**src/rtl/nasti_wr_sched.sv**
```systemverilog
// Write-path scheduler: N_PORT NASTI masters share one slave port (AW/W/B).
// Optional NASTI_WR_SCHED_LEN_CHK_EN adds a beat counter and sticky err flag.
module nasti_wr_sched #(
   parameter int N_PORT     = 4,
   parameter int ID_WIDTH   = 1,
   parameter int ADDR_WIDTH = 8,
   parameter int DATA_WIDTH = 8,
   parameter int USER_WIDTH = 1,
   parameter int B_DEPTH    = 4
) (
   input  logic                                 clk,
   input  logic                                 rst,
   input  logic [N_PORT-1:0]                    s_aw_valid,
   output logic [N_PORT-1:0]                    s_aw_ready,
   input  logic [N_PORT-1:0][ID_WIDTH-1:0]      s_aw_id,
   input  logic [N_PORT-1:0][ADDR_WIDTH-1:0]    s_aw_addr,
   input  logic [N_PORT-1:0][7:0]               s_aw_len,
   input  logic [N_PORT-1:0][2:0]               s_aw_size,
   input  logic [N_PORT-1:0][1:0]               s_aw_burst,
   input  logic [N_PORT-1:0]                    s_aw_lock,
   input  logic [N_PORT-1:0][3:0]               s_aw_cache,
   input  logic [N_PORT-1:0][2:0]               s_aw_prot,
   input  logic [N_PORT-1:0][3:0]               s_aw_qos,
   input  logic [N_PORT-1:0][3:0]               s_aw_region,
   input  logic [N_PORT-1:0][USER_WIDTH-1:0]    s_aw_user,
   input  logic [N_PORT-1:0]                    s_w_valid,
   output logic [N_PORT-1:0]                    s_w_ready,
   input  logic [N_PORT-1:0][DATA_WIDTH-1:0]    s_w_data,
   input  logic [N_PORT-1:0][DATA_WIDTH/8-1:0]  s_w_strb,
   input  logic [N_PORT-1:0]                    s_w_last,
   input  logic [N_PORT-1:0][USER_WIDTH-1:0]    s_w_user,
   output logic [N_PORT-1:0]                    s_b_valid,
   input  logic [N_PORT-1:0]                    s_b_ready,
   output logic [N_PORT-1:0][ID_WIDTH-1:0]      s_b_id,
   output logic [N_PORT-1:0][1:0]               s_b_resp,
   output logic [N_PORT-1:0][USER_WIDTH-1:0]    s_b_user,
   output logic                                 m_aw_valid,
   input  logic                                 m_aw_ready,
   output logic [ID_WIDTH-1:0]                  m_aw_id,
   output logic [ADDR_WIDTH-1:0]                m_aw_addr,
   output logic [7:0]                           m_aw_len,
   output logic [2:0]                           m_aw_size,
   output logic [1:0]                           m_aw_burst,
   output logic                                 m_aw_lock,
   output logic [3:0]                           m_aw_cache,
   output logic [2:0]                           m_aw_prot,
   output logic [3:0]                           m_aw_qos,
   output logic [3:0]                           m_aw_region,
   output logic [USER_WIDTH-1:0]                m_aw_user,
   output logic                                 m_w_valid,
   input  logic                                 m_w_ready,
   output logic [DATA_WIDTH-1:0]                m_w_data,
   output logic [DATA_WIDTH/8-1:0]              m_w_strb,
   output logic                                 m_w_last,
   output logic [USER_WIDTH-1:0]                m_w_user,
`ifdef NASTI_WR_SCHED_LEN_CHK_EN
   output logic                                 err,
`endif
   input  logic                                 m_b_valid,
   output logic                                 m_b_ready,
   input  logic [ID_WIDTH-1:0]                  m_b_id,
   input  logic [1:0]                           m_b_resp,
   input  logic [USER_WIDTH-1:0]                m_b_user
);

   localparam int GW = (N_PORT > 1) ? $clog2(N_PORT) : 1;
   localparam int PW = $clog2(B_DEPTH);

   typedef enum logic [1:0] {IDLE, ADDR, DATA} state_t;

   state_t          state;
   logic [GW-1:0]   gnt;
   logic [GW-1:0]   rr_ptr;
   logic [GW-1:0]   win;
   logic            any_req;
   logic [GW-1:0]   fifo_q [B_DEPTH];
   logic [PW-1:0]   wp;
   logic [PW-1:0]   rp;
   logic [PW:0]     cnt;
   logic            full;
   logic            empty;
   logic [GW-1:0]   head;
   logic            aw_hs;
   logic            w_hs;
   logic            b_hs;
   logic            w_done;

   // Round-robin search starting at rr_ptr, wrapping at N_PORT.
   always_comb begin
      win = rr_ptr;
      any_req = 1'b0;
      for (int k = 0; k < N_PORT; k++) begin
         int j;
         j = int'(rr_ptr) + k;
         if (j >= N_PORT) j = j - N_PORT;
         if (!any_req && s_aw_valid[j]) begin
            win = GW'(j);
            any_req = 1'b1;
         end
      end
   end

   assign full  = (cnt == (PW+1)'(B_DEPTH));
   assign empty = (cnt == '0);
   assign head  = fifo_q[rp];

   assign m_aw_valid  = (state == ADDR) & s_aw_valid[gnt];
   assign m_aw_id     = s_aw_id[gnt];
   assign m_aw_addr   = s_aw_addr[gnt];
   assign m_aw_len    = s_aw_len[gnt];
   assign m_aw_size   = s_aw_size[gnt];
   assign m_aw_burst  = s_aw_burst[gnt];
   assign m_aw_lock   = s_aw_lock[gnt];
   assign m_aw_cache  = s_aw_cache[gnt];
   assign m_aw_prot   = s_aw_prot[gnt];
   assign m_aw_qos    = s_aw_qos[gnt];
   assign m_aw_region = s_aw_region[gnt];
   assign m_aw_user   = s_aw_user[gnt];
   assign s_aw_ready  = (state == ADDR && m_aw_ready) ?
                        (N_PORT'(1) << gnt) : '0;
   assign aw_hs       = m_aw_valid & m_aw_ready;

   assign m_w_valid = (state == DATA) & s_w_valid[gnt];
   assign m_w_data  = s_w_data[gnt];
   assign m_w_strb  = s_w_strb[gnt];
   assign m_w_user  = s_w_user[gnt];
   assign s_w_ready = (state == DATA && m_w_ready) ?
                      (N_PORT'(1) << gnt) : '0;
   assign w_hs      = m_w_valid & m_w_ready;

   assign s_b_valid = empty ? '0 : (N_PORT'(m_b_valid) << head);
   assign m_b_ready = !empty & s_b_ready[head];
   assign s_b_id    = {N_PORT{m_b_id}};
   assign s_b_resp  = {N_PORT{m_b_resp}};
   assign s_b_user  = {N_PORT{m_b_user}};
   assign b_hs      = m_b_valid & m_b_ready;

`ifdef NASTI_WR_SCHED_LEN_CHK_EN
   logic [7:0] beats;
   logic       at_last;

   assign at_last  = (beats == 8'd0);
   assign m_w_last = at_last;
   assign w_done   = w_hs & at_last;

   always_ff @(posedge clk or posedge rst) begin
      if (rst) begin
         beats <= 8'd0;
         err   <= 1'b0;
      end else begin
         if (aw_hs)
            beats <= m_aw_len;
         else if (w_hs && !at_last)
            beats <= beats - 8'd1;
         if (w_hs && (s_w_last[gnt] != at_last))
            err <= 1'b1;
      end
   end
`else
   assign m_w_last = s_w_last[gnt];
   assign w_done   = w_hs & s_w_last[gnt];
`endif

   always_ff @(posedge clk or posedge rst) begin
      if (rst) begin
         state  <= IDLE;
         gnt    <= '0;
         rr_ptr <= '0;
      end else begin
         unique case (state)
            IDLE: if (any_req && !full) begin
               gnt   <= win;
               state <= ADDR;
            end
            ADDR: if (aw_hs) begin
               rr_ptr <= (gnt == GW'(N_PORT-1)) ? '0 : gnt + 1'b1;
               state  <= DATA;
            end
            DATA: if (w_done) state <= IDLE;
            default: state <= IDLE;
         endcase
      end
   end

   // Grant history in AW order; the head routes the next B response.
   always_ff @(posedge clk) begin
      if (aw_hs) fifo_q[wp] <= gnt;
   end

   always_ff @(posedge clk or posedge rst) begin
      if (rst) begin
         wp  <= '0;
         rp  <= '0;
         cnt <= '0;
      end else begin
         if (aw_hs) wp <= wp + 1'b1;
         if (b_hs)  rp <= rp + 1'b1;
         if (aw_hs && !b_hs)
            cnt <= cnt + 1'b1;
         else if (!aw_hs && b_hs)
            cnt <= cnt - 1'b1;
      end
   end

endmodule

```
**config.mk**
```make
export PLATFORM = sky130hd
export DESIGN_NAME = nasti_wr_sched
export DESIGN_NICKNAME = d
export VERILOG_FILES = /design/src/rtl/nasti_wr_sched.sv
export SDC_FILE = /design/constraint.sdc
export NUM_CORES = 1
export LEC_CHECK = 0
export ABC_AREA = 1
export CORE_AREA = 2 2 116 118
export DETAILED_ROUTE_END_ITERATION = 10
export DIE_AREA = 0 0 118 120
export PLACE_DENSITY = 0.67
export SETUP_SLACK_MARGIN = 0.1
export SYNTH_ARGS = -nofsm -noshare
export SYNTH_HDL_FRONTEND = slang
export SYNTH_SLANG_ARGS = --single-unit
```
**constraint.sdc**
```tcl
create_clock -name clk -period 2.9 [get_ports clk]
set_input_delay 0.29 -clock clk [delete_from_list [all_inputs] [get_ports clk]]
set_output_delay 0.29 -clock clk [all_outputs]
set_load 0.01 [all_outputs]
```
==> reports/summary.txt <==
num rows = 42
Core Area = 0.0130 sq mm
Crit. End Element = output port
critical path peak fanout = 64
outcome = finished clean
DRT Pass-1 Iters = 6
Worst VDD drop = 0.000421 V
RSZ-0062 raised after global routing = no
Die Width = 118 microns
reg2reg path depth = 14
most frequent cells in the layout = clkdlybuf4s50_1, nor2_1, o21ai_0
post-synthesis mux area share = 0.00366
min Tclk post-route = 2.58 ns
Distinct cells, synth = 33
RePlAce Congestion = 0.874
post-cts sizing count = 0
main combinational cell family by area after synthesis = simple AND/OR/NAND/NOR gates
clock slew at reported path FFs = 0.06 ns
clk root buf = clkbuf_16
PwrDens = 876 mW/mm^2
first-pass GRT wire length = 21200 microns
Post-Route Setup TNS = 0 ns
H-tree lvl count = 1
Avg Cell Area, Syn = 5.91 sq um
Port-buffer cells = 281
endpoints failing setup = 0
IO Pins = 302
worst hold slack = 0.363 ns
total power = 5.25 mW
layout overhead on the synthesized area = 94.6%
crit path capture = m_aw_size[2]
Synth Instances = 521
min-delay worst type = primary input to async pin
Sink Count = 21
Synth Area in XOR/XNOR = 0.0114
CTS tree = done
WL/cell = 14.7 microns
Worst EP required = 2.61 ns
final wirelength = 13800 microns
Max Clk Rate = 0.388 GHz
share of layout cells above drive strength 1 = 0.0643
maxcap violations = 0
most common cell after layout, fill and taps aside = clkdlybuf4s50_1
DR vias = 4326
Critical R2R Launch = rp[0]
complex-gate fraction of the synthesized area = 0.290
Final Util = 0.461
Worst Skew = 0.00200 ns
crit start category = flop
nets = 994
Synth Cell Area = 0.00308 sq mm
ANT cells = 0
CTS Hold Bufs = 0
drt drc = 0
Crit Path Category = flop to output port
Max transition margin = 0.616
R2R Path End = cnt[2]
Initial Util = 0.237
leak pwr = 2.37 nW
antenna-violating nets left = 0
adder-cell share of the synthesized area = 0.0431
Ys Warns = 0
Tcrit/Tclk final = 0.889
Synth Register Bits = 21
max-slew violations = 0
DIE AREA = 0.0142 sq mm
vias in the first global route = 4146
Post-Syn Nets = 752
Critical Path AT = 2.29 ns
initial antenna violation count = 0
pin count of the biggest net entering global routing = 65
Simple-Gate Fraction of Synth Area = 0.331
Die Y-Extent = 120 microns
worst slew pin tran = 0.576 ns
total CTS buffers = 3
reg2reg setup slack = 0.50 ns
register area share after synthesis = 0.184
routed vias/inst = 4.61
final hold vios = 0
gr ovfl total = 0
Post-CTS Setup Bufs = 0
dpl hpwl = 11000 microns
Tot GR Track Use = 0.184
Detailed Route Iter0 Violations = 161
Worst setup startpoint = gnt[0]
CTS Buffer Depth = 2
worst-skew pair later-pin latency = 0.26 ns
## synthesized netlist by cell type
cell type / number / area (sq um)
nor2_1: 123 / 462
o21ai_0: 106 / 531
nand2_1: 62 / 233
o22ai_1: 49 / 307
inv_1: 26 / 97.6
clkbuf_1: 23 / 86.3
nand3_1: 20 / 100
buf_4: 17 / 128
dfrtp_1: 13 / 325
inv_2: 11 / 41.3
nand2_2: 10 / 62.6
ha_1: 9 / 113
edfxtp_1: 8 / 240
buf_2: 6 / 30.0
nand3_2: 5 / 50.1
buf_1: 4 / 15.0
a21oi_1: 3 / 15.0
nor3_1: 3 / 15.0
xnor2_1: 3 / 26.3
buf_6: 2 / 22.5
nand2_4: 2 / 22.5
nor2_4: 2 / 22.5
o21ai_2: 2 / 17.5
o31ai_1: 2 / 15.0
or2_0: 2 / 12.5
fa_1: 1 / 20.0
mux2_2: 1 / 11.3
nand4_1: 1 / 6.26
nor2_2: 1 / 6.26
nor2_8: 1 / 20.0
o22a_1: 1 / 8.76
or2_1: 1 / 6.26
xor2_1: 1 / 8.76
## flip-flops by register name (all words and copies together) (netlist names)
name	flops
rr_ptr	2
state	2
gnt	2
fifo_q	8
rp	2
wp	2
cnt	3
## through the flow
| step | setup WS, ns | cells | cell area, sq um |
|---|---|---|---|
| CTS | 0.284 | 938 | 5990 |
| global route | 0.152 | 938 | 5990 |
| floorplan | 0.683 | 521 | 3080 |
| finish | 0.323 | 938 | 5990 |
| detailed placement | 0.368 | 934 | 5910 |
| global placement | 0.388 | 934 | 5910 |
## worst min-delay path by stage
stage / slack (ns) / endpoint / start
finish: 0.36 / wp[1] / rst
global route: 0.44 / wp[1] / rst
CTS: 0.37 / wp[1] / rst
detailed placement: 0.49 / cnt[2] / cnt[2]
global placement: 0.49 / cnt[2] / cnt[2]
floorplan: 0.17 / cnt[0] / rst
## power by group
group	internal [mW]	switching, mW	total (mW)	leakage [nW]
Clock	0.187	0.114	0.301	0.0371
Combinational	2.03	2.32	4.35	2.11
Sequential	0.441	0.158	0.599	0.228
## metal layers
layer | track usage | part of all wire | vias to the layer above
li1 | - | - | 2220
met1 | 0.214 | 0.40 | 1898
met2 | 0.330 | 0.50 | 187
met3 | 0.0499 | 0.081 | 21
met4 | 0.0535 | 0.023 | 0
met5 | 0 | 0 | -
## logic make-up after synthesis
kind of cell / after synthesis
AND/OR/NAND/NOR: 233
multiplexers: 1
buffers and inverters: 89
flip-flops: 21
XOR/XNOR: 4
AO/OA/AOI/OAI: 163
adder cells (fa/ha/maj): 10
## area by class of cell
| type | instances | area (sq um) |
|---|---|---|
| fillers | 1364 | 6990 |
| repair buffers | 289 | 2890 |
| multi-input cells | 411 | 2090 |
| flip-flops and latches | 21 | 571 |
| well taps | 176 | 220 |
| inverters | 37 | 139 |
| clock buffers | 3 | 75.1 |
| clock inverters | 1 | 7.51 |
## critical path: stages (launching register included)
cell             delay (ns)
dfrtp_4                0.45
buf_4                  0.49
o21ai_0                0.19
o22ai_1                0.26
clkdlybuf4s50_1        0.64
No activity file was read; power rests on OpenSTA's default activity.
